### config.mk
export PLATFORM = sky130hd
export DESIGN_NAME = result_7seg_driver_flat
export DESIGN_NICKNAME = d
export VERILOG_FILES = /design/src/rtl/result_7seg_driver_if.sv /design/src/rtl/result_7seg_driver.sv /design/src/flat_wrapper.sv
export SDC_FILE = /design/constraint.sdc
export NUM_CORES = 1
export LEC_CHECK = 0
export BUFFER_PORTS_ARGS = -buffer_cell sky130_fd_sc_hd__buf_4
export CORE_MARGIN = 2
export CORE_UTILIZATION = 52
export DETAILED_ROUTE_END_ITERATION = 6
export PLACE_DENSITY = 0.74
export SLEW_MARGIN = 20
export SYNTH_ARGS = -nofsm -noshare
export SYNTH_HDL_FRONTEND = slang
export SYNTH_SLANG_ARGS = --single-unit
### constraint.sdc
create_clock -name clk -period 2.01 [get_ports clk]
set_input_delay 0.1005 -clock clk [delete_from_list [all_inputs] [get_ports clk]]
set_output_delay 0.1005 -clock clk [all_outputs]
set_load 0.02 [all_outputs]
### src/rtl/result_7seg_driver_if.sv
// Result handshake between the calc datapath (producer) and the 7-segment driver (consumer).
// result_valid is a one-cycle pulse. result is only meaningful while result_valid is high.
interface result_7seg_driver_if;
   logic       result_valid;
   logic [3:0] result;

   modport master (
      output result_valid,
      output result
   );

   modport slave (
      input result_valid,
      input result
   );
endinterface

### src/rtl/result_7seg_driver.sv
// result_7seg_driver: captures a 4-bit result on its finish pulse and shows it on a
// time-multiplexed 2-digit 7-segment display (an[0] = units, an[1] = sign/tens).
// Build option: define SIGNED_DISP_EN to show the result as two's complement (-8..+7)
// with a minus sign. Leave it undefined to show 0..15 with a suppressed leading tens digit.
// Pipeline: value_q at capture edge N, digit patterns at N+1, seg/an pins at N+2.
module result_7seg_driver #(
   parameter int unsigned REFRESH_W      = 16,
   parameter int unsigned REFRESH_MAX    = 49999,
   parameter bit          SEG_ACTIVE_LOW = 1'b1
) (
   input  logic                clk,
   input  logic                rst,
   result_7seg_driver_if.slave bus,
   output logic [6:0]          seg,
   output logic [1:0]          an,
   output logic                disp_valid
);

   // Active-high gfedcba patterns
   localparam logic [6:0] PatMinus = 7'h40;
   localparam logic [6:0] PatBlank = 7'h00;

   localparam logic [REFRESH_W-1:0] RefreshLast = REFRESH_W'(REFRESH_MAX);

   // Pin levels for "everything off"
   localparam logic [6:0] SegOff = SEG_ACTIVE_LOW ? 7'h7F : 7'h00;
   localparam logic [1:0] AnOff  = SEG_ACTIVE_LOW ? 2'b11 : 2'b00;

   typedef enum logic {
      StBlank,
      StShow
   } state_e;

   state_e               state_q;
   logic [3:0]           value_q;
   logic                 disp_valid_q;

   logic [REFRESH_W-1:0] refresh_cnt_q;
   logic                 dig_sel_q;
   logic                 refresh_wrap;

   logic [6:0]           dig0_d, dig1_d;
   logic [6:0]           dig0_q, dig1_q;
   // Tracks state one cycle late so the pins light only once the digit regs hold real data
   logic                 show_q;

   logic [6:0]           seg_q;
   logic [1:0]           an_q;

   function automatic logic [6:0] digit_pattern(input logic [4:0] d);
      logic [6:0] p;
      case (d)
         5'd0:    p = 7'h3F;
         5'd1:    p = 7'h06;
         5'd2:    p = 7'h5B;
         5'd3:    p = 7'h4F;
         5'd4:    p = 7'h66;
         5'd5:    p = 7'h6D;
         5'd6:    p = 7'h7D;
         5'd7:    p = 7'h07;
         5'd8:    p = 7'h7F;
         5'd9:    p = 7'h6F;
         default: p = PatBlank;
      endcase
      return p;
   endfunction

   function automatic logic [6:0] seg_pin(input logic [6:0] p);
      return SEG_ACTIVE_LOW ? ~p : p;
   endfunction

   function automatic logic [1:0] an_pin(input logic [1:0] a);
      return SEG_ACTIVE_LOW ? ~a : a;
   endfunction

   // Display FSM: BLANK until the first result, then SHOW until reset; captures every result
   always_ff @(posedge clk) begin
      if (rst) begin
         state_q      <= StBlank;
         value_q      <= 4'd0;
         disp_valid_q <= 1'b0;
      end else begin
         unique case (state_q)
            StBlank: begin
               if (bus.result_valid) begin
                  state_q      <= StShow;
                  value_q      <= bus.result;
                  disp_valid_q <= 1'b1;
               end
            end
            StShow: begin
               if (bus.result_valid) begin
                  value_q <= bus.result;
               end
               disp_valid_q <= 1'b1;
            end
            default: begin
               state_q      <= StBlank;
               disp_valid_q <= 1'b0;
            end
         endcase
      end
   end

   assign refresh_wrap = (refresh_cnt_q == RefreshLast);

   // Free-running refresh divider. Runs in both states. dig_sel flips on each wrap.
   always_ff @(posedge clk) begin
      if (rst) begin
         refresh_cnt_q <= '0;
         dig_sel_q     <= 1'b0;
      end else if (refresh_wrap) begin
         refresh_cnt_q <= '0;
         dig_sel_q     <= ~dig_sel_q;
      end else begin
         refresh_cnt_q <= refresh_cnt_q + REFRESH_W'(1);
      end
   end

`ifdef SIGNED_DISP_EN
   logic [4:0] mag;

   // Signed digits: 5-bit negate so -8 maps to +8. The tens position is only ever a sign.
   always_comb begin
      mag = {value_q[3], value_q};
      if (value_q[3]) begin
         mag = 5'd0 - {value_q[3], value_q};
      end
      dig0_d = digit_pattern(mag);
      dig1_d = value_q[3] ? PatMinus : PatBlank;
   end
`else
   logic [3:0] units;
   logic       has_tens;

   // Unsigned digits 0..15. A zero tens digit is blanked.
   always_comb begin
      has_tens = (value_q >= 4'd10);
      units    = has_tens ? (value_q - 4'd10) : value_q;
      dig0_d   = digit_pattern({1'b0, units});
      dig1_d   = has_tens ? digit_pattern(5'd1) : PatBlank;
   end
`endif

   // Digit decode stage, one cycle behind value_q
   always_ff @(posedge clk) begin
      if (rst) begin
         dig0_q <= PatBlank;
         dig1_q <= PatBlank;
         show_q <= 1'b0;
      end else begin
         dig0_q <= dig0_d;
         dig1_q <= dig1_d;
         show_q <= (state_q == StShow);
      end
   end

   // Pin stage: exactly one anode on while showing, all off while blank
   always_ff @(posedge clk) begin
      if (rst || !show_q) begin
         seg_q <= SegOff;
         an_q  <= AnOff;
      end else if (dig_sel_q) begin
         seg_q <= seg_pin(dig1_q);
         an_q  <= an_pin(2'b10);
      end else begin
         seg_q <= seg_pin(dig0_q);
         an_q  <= an_pin(2'b01);
      end
   end

   assign seg        = seg_q;
   assign an         = an_q;
   assign disp_valid = disp_valid_q;

endmodule

### src/flat_wrapper.sv
// flat-port wrapper written by rule: the top's interface ports become plain ports
module result_7seg_driver_flat 
#(
   parameter int unsigned REFRESH_W      = 16,
   parameter int unsigned REFRESH_MAX    = 49999,
   parameter bit          SEG_ACTIVE_LOW = 1'b1
)
  (clk, rst, seg, an, disp_valid, bus_result_valid, bus_result);
  result_7seg_driver_if bus_i ();
  input  logic clk;
  input  logic rst;
  output logic [6:0] seg;
  output logic [1:0] an;
  output logic disp_valid;
  input wire logic [$bits(bus_i.result_valid)-1:0] bus_result_valid;
  input wire logic [$bits(bus_i.result)-1:0] bus_result;
  assign bus_i.result_valid = bus_result_valid;
  assign bus_i.result = bus_result;
  result_7seg_driver #(.REFRESH_W(REFRESH_W), .REFRESH_MAX(REFRESH_MAX), .SEG_ACTIVE_LOW(SEG_ACTIVE_LOW)) u_core (.clk(clk), .rst(rst), .bus(bus_i), .seg(seg), .an(an), .disp_valid(disp_valid));
endmodule
Yosys cells after proc, flatten, opt, wreduce, memory -nomap -nowiden
Memories as Yosys holds them, arrays and structs flattened. A register that Yosys moved wholly into a read port is not among the register bits.
Cells that the tools add are included.
{ "word_totals": {"reg_bits": 40, "mem_bits_ro": 112, "in_bits": 7, "out_inout_bits": 10, "elab_cells": 31, "memories": 1} }
{ "memory_table": {"columns": ["name", "depth", "word_bits", "rd", "rd_clocked_by_memory_dff", "wr", "line", "source"], "rows": [
  ["(no name shown)", 16, 7, 1, 1, 0, "result_7seg_driver.sv:52", "case (d)"]
]} }
{ "classes": {"n_addsub": 2, "n_lt_le_gt_ge": 1, "eq_ne": 2, "mux": 9, "n_bitwise": 4, "n_reduce_logical": 3} }
{ "ops": {"columns": ["cell", "count"], "rows": [
  ["$add 16x1->16 const B", 1],
  ["$eq 16x16->1 const B", 1],
  ["$not 7->7", 2],
  ["$mux 4", 2],
  ["$mux 7", 1],
  ["$ge 4x4->1 const B", 1],
  ["$sub 4x4->4 const B", 1],
  ["$mux 1", 3],
  ["$mux 3", 1],
  ["$mux 2", 1],
  ["$ne 2x2->1 const B", 1],
  ["$not 1->1", 2],
  ["$pmux 1 s2", 1],
  ["$reduce_or 2->1", 1],
  ["$logic_not 1->1", 1],
  ["$logic_or 1x1->1", 1]
]} }

Depth between registers and ports, before layout
Gate-level depths: netlist (run 1).
{ "logic_depth": {"ltp_word": 2, "depth_mapped": 9, "ltp_nobuf": 8} }

Worst setup path before layout (run 1)
Ideal clock, no wire load.
{ "synth_timing": {"kind": "register to register", "from": "register u_core.value_q[2]", "to": "register u_core.dig0_q[5]", "arrival_time_ns": 1.838, "required_ns": 1.939, "setup_slack_ns": 0.101, "path_stages_with_launch": 8, "n_path_buf": 2, "path_cell_list": "dfxtp_1 -> clkbuf_1 -> inv_1 -> ha_1 -> clkbuf_1 -> o21ai_0 -> or3b_2 -> a21oi_1"} }
{ "synth_via": {"elab_chain_cells": 2} }
{ "synth_rtl": {"columns": ["element", "line", "source"], "rows": [
  ["from (decl)", "result_7seg_driver.sv:35", "logic [3:0] value_q;"],
  ["from (signal assigned)", "result_7seg_driver.sv:87", "value_q <= bus.result;"],
  ["from (signal assigned)", "result_7seg_driver.sv:93", "value_q <= bus.result;"],
  ["$sub 4x4->4 or $ge 4x4->1 (tied branches)", "result_7seg_driver.sv:139, result_7seg_driver.sv:138", null],
  ["$mux 4 (*)", "result_7seg_driver.sv:139", "units = has_tens ? (value_q - 4'd10) : value_q;"],
  ["to (decl)", "result_7seg_driver.sv:43", "logic [6:0] dig0_q, dig1_q;"]
]} }
Every way passes the cells marked *; elsewhere a longest branch is shown, timed or not.
A chain may end at the register's enable or synchronous reset.

Worst setup path after layout (run 1)
{ "layout_timing": {"from": "register u_core.value_q[3]", "to": "register u_core.dig0_q[1]"} }
The elaborated chain is that of the path after synthesis.

==> flow_summary.json, run 1 <==
{
  "port_buffers": 16,
  "pwr_density_cell_nw_per_um2": 700.2,
  "synth-warning-count": 0,
  "holdPathEnd": "u_core.state_q$_SDFF_PP0_",
  "synthArstFlopShare": 0,
  "whs_ns": 0.03848,
  "drt_iter0_markers": 48,
  "ys.flop_type": "dfxtp_1",
  "num-fill-cells": 310,
  "hold_start": "bus_result_valid",
  "synth_nets": 213,
  "r2r_cells": 7,
  "hold_class": "in2reg",
  "clock-skew-final_ns": 0.004095,
  "dieArea_um2": 3862,
  "cp_slowest_cell": "dfxtp_1",
  "grt_pass1_wl_um": 5409,
  "antenna_left": 0,
  "final_cells": 268,
  "period_share": 0.8898,
  "ys_types": 34,
  "worstReg2RegStart": "u_core.value_q[3]$_SDFFE_PP0P_",
  "grt-ovfl-total": 0,
  "final_cell_mix": "dfxtp_1, nor2_1, buf_4, xnor2_1, nand2_1",
  "core_area_um2": 3284,
  "chipWidth_um": 62.15,
  "die_y_um": 62.15,
  "endpoint_kind": "flop",
  "tns_ns": 0,
  "path_cells": "nor2b_1 -> nand2_1 -> o21ai_0 -> ha_1 -> a211oi_1 -> o21bai_1 -> a221oi_1",
  "drc": 0,
  "gp_congestion": 0.8358,
  "worstMarginPinSlew_ns": 0.3482,
  "vias": 1405,
  "path_buf_inv": 0,
  "clk_latency_ns": 0.35,
  "fmax_ghz": 0.5591,
  "ys_seq_area_frac": 0.4669,
  "p_leak_nw": 0.7413,
  "dp.cells": 256,
  "area_growth_pct": 14.45,
  "min_period_ns": 1.788,
  "cts.sinks": 41,
  "syn_inst": 201,
  "synth.top_cell.area_share": 0.4669,
  "cp_data_arrival_time_ns": 2.02,
  "rsz0062_at_grt": "no",
  "maxSlewViolCount": 0,
  "cpLargestDelayFamily": "compound AO/OA/AOI/OAI gates",
  "max_stage_delay_ns": 0.47,
  "h-tree-depth": 2,
  "totalPowerFinal_w": 0.001409,
  "worstHoldPathCells": 3,
  "avgRoutedWirePerCell_um": 11.52,
  "cp.required_ns": 2.25,
  "setup_viol": 0,
  "final_common_cell": "dfxtp_1",
  "r2r_setup_slack_ns": 0.22,
  "rows": 21,
  "crit_cells": 7,
  "nets": 233,
  "clk_pin_slew_ns": 0.11,
  "status": "finished clean",
  "syn_area_um2": 1758,
  "synth_edf_count": 0,
  "wirelength_um": 3087,
  "diodes": 0,
  "clk_path_buf_depth": 2,
  "dr.pass1.iters": 5,
  "hold_viol": 0,
  "syn_avg_cell_area_um2": 8.746,
  "maxCapViolCount": 0,
  "detailedPlacementHpwl_um": 2215,
  "start_kind": "flop",
  "cp_max_fo": 8,
  "max-slew-margin-rel": 0.7654,
  "avgViaCountPerCell": 5.243,
  "synth.largest_area_cell": "dfxtp_1",
  "final_util": 0.6126,
  "synth-seq-cells": 41,
  "start_util": 0.5352,
  "grt_usage": 0.1750,
  "drive_gt1_frac": 0.1532,
  "path_class": "reg2reg",
  "synth_area_leaders": "dfxtp_1, xnor2_1, nor2_1, ha_1, nand2_1",
  "antenna_found_initial": 0,
  "tritoncts": "yes",
  "irDropWorstVdd_mv": 0.3570,
  "root_buffer": "clkbuf_4",
  "grt_max_degree": 19,
  "io_pins": 17,
  "r2r_end": "u_core.dig0_q[1]$_SDFF_PP0_",
  "grt_pass1_vias": 1276,
  "cts_buffers": 5
}
[worst max path at each step]
stage / start / end / slack (ns)
2_1_floorplan: u_core.value_q[2]$_SDFFE_PP0P_ / u_core.dig0_q[5]$_SDFF_PP0_ / 0.10
3_3_place_gp: u_core.value_q[3]$_SDFFE_PP0P_ / u_core.dig0_q[1]$_SDFF_PP0_ / 0.27
3_5_place_dp: u_core.value_q[3]$_SDFFE_PP0P_ / u_core.dig0_q[1]$_SDFF_PP0_ / 0.27
4_1_cts: u_core.value_q[3]$_SDFFE_PP0P_ / u_core.dig0_q[1]$_SDFF_PP0_ / 0.25
5_1_grt: u_core.value_q[3]$_SDFFE_PP0P_ / u_core.dig0_q[1]$_SDFF_PP0_ / 0.12
6_report: u_core.value_q[3]$_SDFFE_PP0P_ / u_core.dig0_q[1]$_SDFF_PP0_ / 0.22
[Yosys cell counts (5+ instances only)]
master    count
xnor2_1      15
clkbuf_1      9
dfxtp_1      41
ha_1          5
mux2i_1       5
nand2_1      14
a21oi_1      10
nor2b_1       6
nor3_1        5
o21ai_0       7
nor2_1       33
inv_1         9
nand3_1       9
[where the power goes]
group	total, W	switching (W)	internal [W]
Combinational	0.000164	0.0000882	0.0000756
Clock	0.000383	0.000250	0.000133
Sequential	0.000862	0.0000182	0.000844
Total	0.00141	0.000356	0.00105
[state kept, by name, summed over array words and instances (netlist names)]
| signal | count |
|---|---|
| u_core.refresh_cnt_q | 16 |
| u_core.dig0_q | 7 |
| u_core.seg | 7 |
| u_core.value_q | 4 |
| u_core.an | 2 |
| u_core.dig1_q | 1 |
| u_core.dig_sel_q | 1 |
| u_core.disp_valid | 1 |
| u_core.show_q | 1 |
| u_core.state_q | 1 |
[layout make-up]
| type | count | area [µm²] | share of cell area |
|---|---|---|---|
| clock inverters | 2 | 10.01 | 0.004975 |
| well taps | 46 | 57.56 | 0.02861 |
| inverters | 9 | 33.78 | 0.01679 |
| multi-input cells | 138 | 830.8 | 0.4129 |
| flip-flops and latches | 41 | 820.8 | 0.4080 |
| clock buffers | 6 | 41.29 | 0.02052 |
| repair buffers | 26 | 217.7 | 0.1082 |
[cell families after synthesis]
kind of cell | Yosys count | share of synthesized area
mux | 5 | 0.02847
buf+inv | 22 | 0.06050
fa+ha+maj | 5 | 0.03559
simple gates | 86 | 0.2406
compound gates | 25 | 0.08328
flops | 41 | 0.4669
xor+xnor | 17 | 0.08470
[through the flow]
| step | setup WS [ns] | cell area, µm² |
|---|---|---|
| detailed placement | 0.2705 | 1921 |
| global placement | 0.2716 | 1921 |
| finish | 0.2215 | 2012 |
| CTS | 0.2513 | 2012 |
| global route | 0.1220 | 2012 |
| floorplan | 0.1011 | 1758 |
[what timing repair did]
| item | in CTS | in global routing |
|---|---|---|
| hold buffers | 4 | 0 |
| gates resized for setup | 0 | 0 |
| endpoints found under the hold margin | 4 | 0 |
| endpoints found under the setup margin | 0 | 0 |
| setup buffers | 0 | 0 |
[worst reg2reg max path, stage by stage (launching register included)]
cell and delay (ns):
dfxtp_1 0.47, nor2b_1 0.20, nand2_1 0.08, o21ai_0 0.15, ha_1 0.31, a211oi_1 0.24, o21bai_1 0.14, a221oi_1 0.09
[metal layers]
layer / part of all wire / GRT usage
met2: 0.47 / 0.2799
met4: 0.017 / 0.08611
met3: 0.046 / 0.05616
met5: 0 / 0
met1: 0.47 / 0.2129
No activity file was read; power rests on OpenSTA's default activity.
==> inputs of run 2 (changes only) <==
- CELL_PAD_IN_SITES_DETAIL_PLACEMENT: not set -> 0
- CELL_PAD_IN_SITES_GLOBAL_PLACEMENT: not set -> 1
- CORE_UTILIZATION: 52 -> 39
- PLACE_DENSITY: 0.74 -> not set
- PLACE_DENSITY_LB_ADDON: not set -> 0.1
==> flow_summary.json, run 2 (synthesis gave the netlist of run 1 again) <==
{
  "status": "finished clean",
  "gp_congestion": 0.7840,
  "hold_start": "bus_result[3]",
  "post_dp_cell_area_um2": 1908,
  "port_buffers": 16,
  "clk_latency_ns": 0.29,
  "largest_reg_flops": 16,
  "fmax_ghz": 0.5548,
  "drive_gt1_frac": 0.1567,
  "dr.pass1.iters": 4,
  "avgViaCountPerCell": 5.015,
  "grt_usage": 0.1386,
  "final_common_cell": "dfxtp_1",
  "tritoncts": "yes",
  "avgRoutedWirePerCell_um": 11.97,
  "drc": 0,
  "setup_viol": 0,
  "num-fill-cells": 432,
  "antenna_found_initial": 0,
  "clk_pin_slew_ns": 0.08,
  "chipWidth_um": 71.14,
  "period_share": 0.8968,
  "detailedPlacementHpwl_um": 2272,
  "antenna_left": 0,
  "path_cells": "ha_1 -> nand3_1 -> nor4_2 -> or2_1 -> buf_4 -> nor2_1",
  "cp.required_ns": 2.19,
  "irDropWorstVdd_mv": 0.7760,
  "diodes": 0,
  "start_kind": "flop",
  "h-tree-depth": 2,
  "worstMarginPinSlew_ns": 0.4007,
  "cp_data_arrival_time_ns": 1.98,
  "nets": 228,
  "ctsHoldBuffers": 0,
  "pwr_density_cell_nw_per_um2": 882.2,
  "totalPowerFinal_w": 0.001805,
  "cp_slowest_cell": "dfxtp_1",
  "grt-ovfl-total": 0,
  "hold_viol": 0,
  "root_buffer": "clkbuf_8",
  "vias": 1349,
  "grt_max_degree": 19,
  "cts_resized": 0,
  "core_area_um2": 4354,
  "path_class": "reg2reg",
  "cts_buffers": 5,
  "endpoint_kind": "flop",
  "final_util": 0.4698,
  "rsz0062_at_grt": "no",
  "final_cell_mix": "dfxtp_1, nor2_1, buf_4, xnor2_1, nand2_1",
  "hold_class": "in2reg",
  "crit_start": "u_core.refresh_cnt_q[0]$_SDFF_PP0_",
  "worstReg2RegStart": "u_core.refresh_cnt_q[0]$_SDFF_PP0_",
  "grt_pass1_wl_um": 5547,
  "max-slew-margin-rel": 0.7300,
  "worstHoldPathCells": 3,
  "drt_iter0_markers": 38,
  "area_growth_pct": 16.37,
  "cts.sinks": 41,
  "top_register": "u_core.refresh_cnt_q",
  "io_pins": 17,
  "tns_ns": 0,
  "cp_max_fo": 16,
  "rows": 24,
  "r2r_cells": 6,
  "min_period_ns": 1.803,
  "maxCapViolCount": 0,
  "p_leak_nw": 0.7526,
  "clock-skew-final_ns": 0.004158,
  "max_stage_delay_ns": 0.40,
  "dieArea_um2": 5061,
  "cts_setup_buffers": 0,
  "maxSlewViolCount": 0,
  "wirelength_um": 3221,
  "clk_path_buf_depth": 2,
  "die_y_um": 71.14,
  "grt_pass1_vias": 1227,
  "final_cell_area_um2": 2046,
  "start_util": 0.4037
}
[run 2: through the flow]
step | hold WS [ns] | worst slack [ns] | instances
after floorplan | 0.2478 | 0.1011 | 201
after detailed placement | 0.3414 | 0.2166 | 261
after global placement | 0.3332 | 0.2468 | 261
after CTS | 0.03003 | 0.2066 | 269
final | 0.04427 | 0.2074 | 269
after global routing | 0.04730 | 0.04825 | 269
[run 2: report_power, final]
part / switching (W) / internal [W]
clock: 0.000286 / 0.000500
combinational: 0.0000907 / 0.0000684
sequential: 0.0000171 / 0.000843
total: 0.000394 / 0.00141
[run 2: critical path, delay by kind of cell, from the launching register on]
| family | cells | cell delay (ns) |
|---|---|---|
| adder cells (fa/ha/maj) | 1 | 0.21 |
| buffers and inverters | 1 | 0.21 |
| flip-flops | 1 | 0.40 |
| AND/OR/NAND/NOR | 4 | 0.88 |
[run 2: final timing paths]
check                                             to  slack (ns)
hold / removal        u_core.value_q[3]$_SDFFE_PP0P_        0.04
hold reg to reg             u_core.seg[5]$_SDFF_PP1_        0.37
setup reg to reg  u_core.refresh_cnt_q[5]$_SDFF_PP0_        0.21
setup / recovery  u_core.refresh_cnt_q[5]$_SDFF_PP0_        0.21
[run 2: layout make-up]
class	count	area (µm²)	area share
multi-input cells	138	830.8	0.4061
flip-flops and latches	41	820.8	0.4012
repair buffers	21	157.7	0.07706
clock buffers	5	68.82	0.03364
clock inverters	3	68.82	0.03364
well taps	52	65.06	0.03180
inverters	9	33.78	0.01651
[run 2: per-layer routing]
layer / vias up / wire, µm / track usage
met5: - / 0 / 0
met2: 34 / 1392 / 0.2088
met4: 0 / 56 / 0.06289
li1: 700 / - / -
met1: 608 / 1620 / 0.1837
met3: 7 / 151 / 0.03989
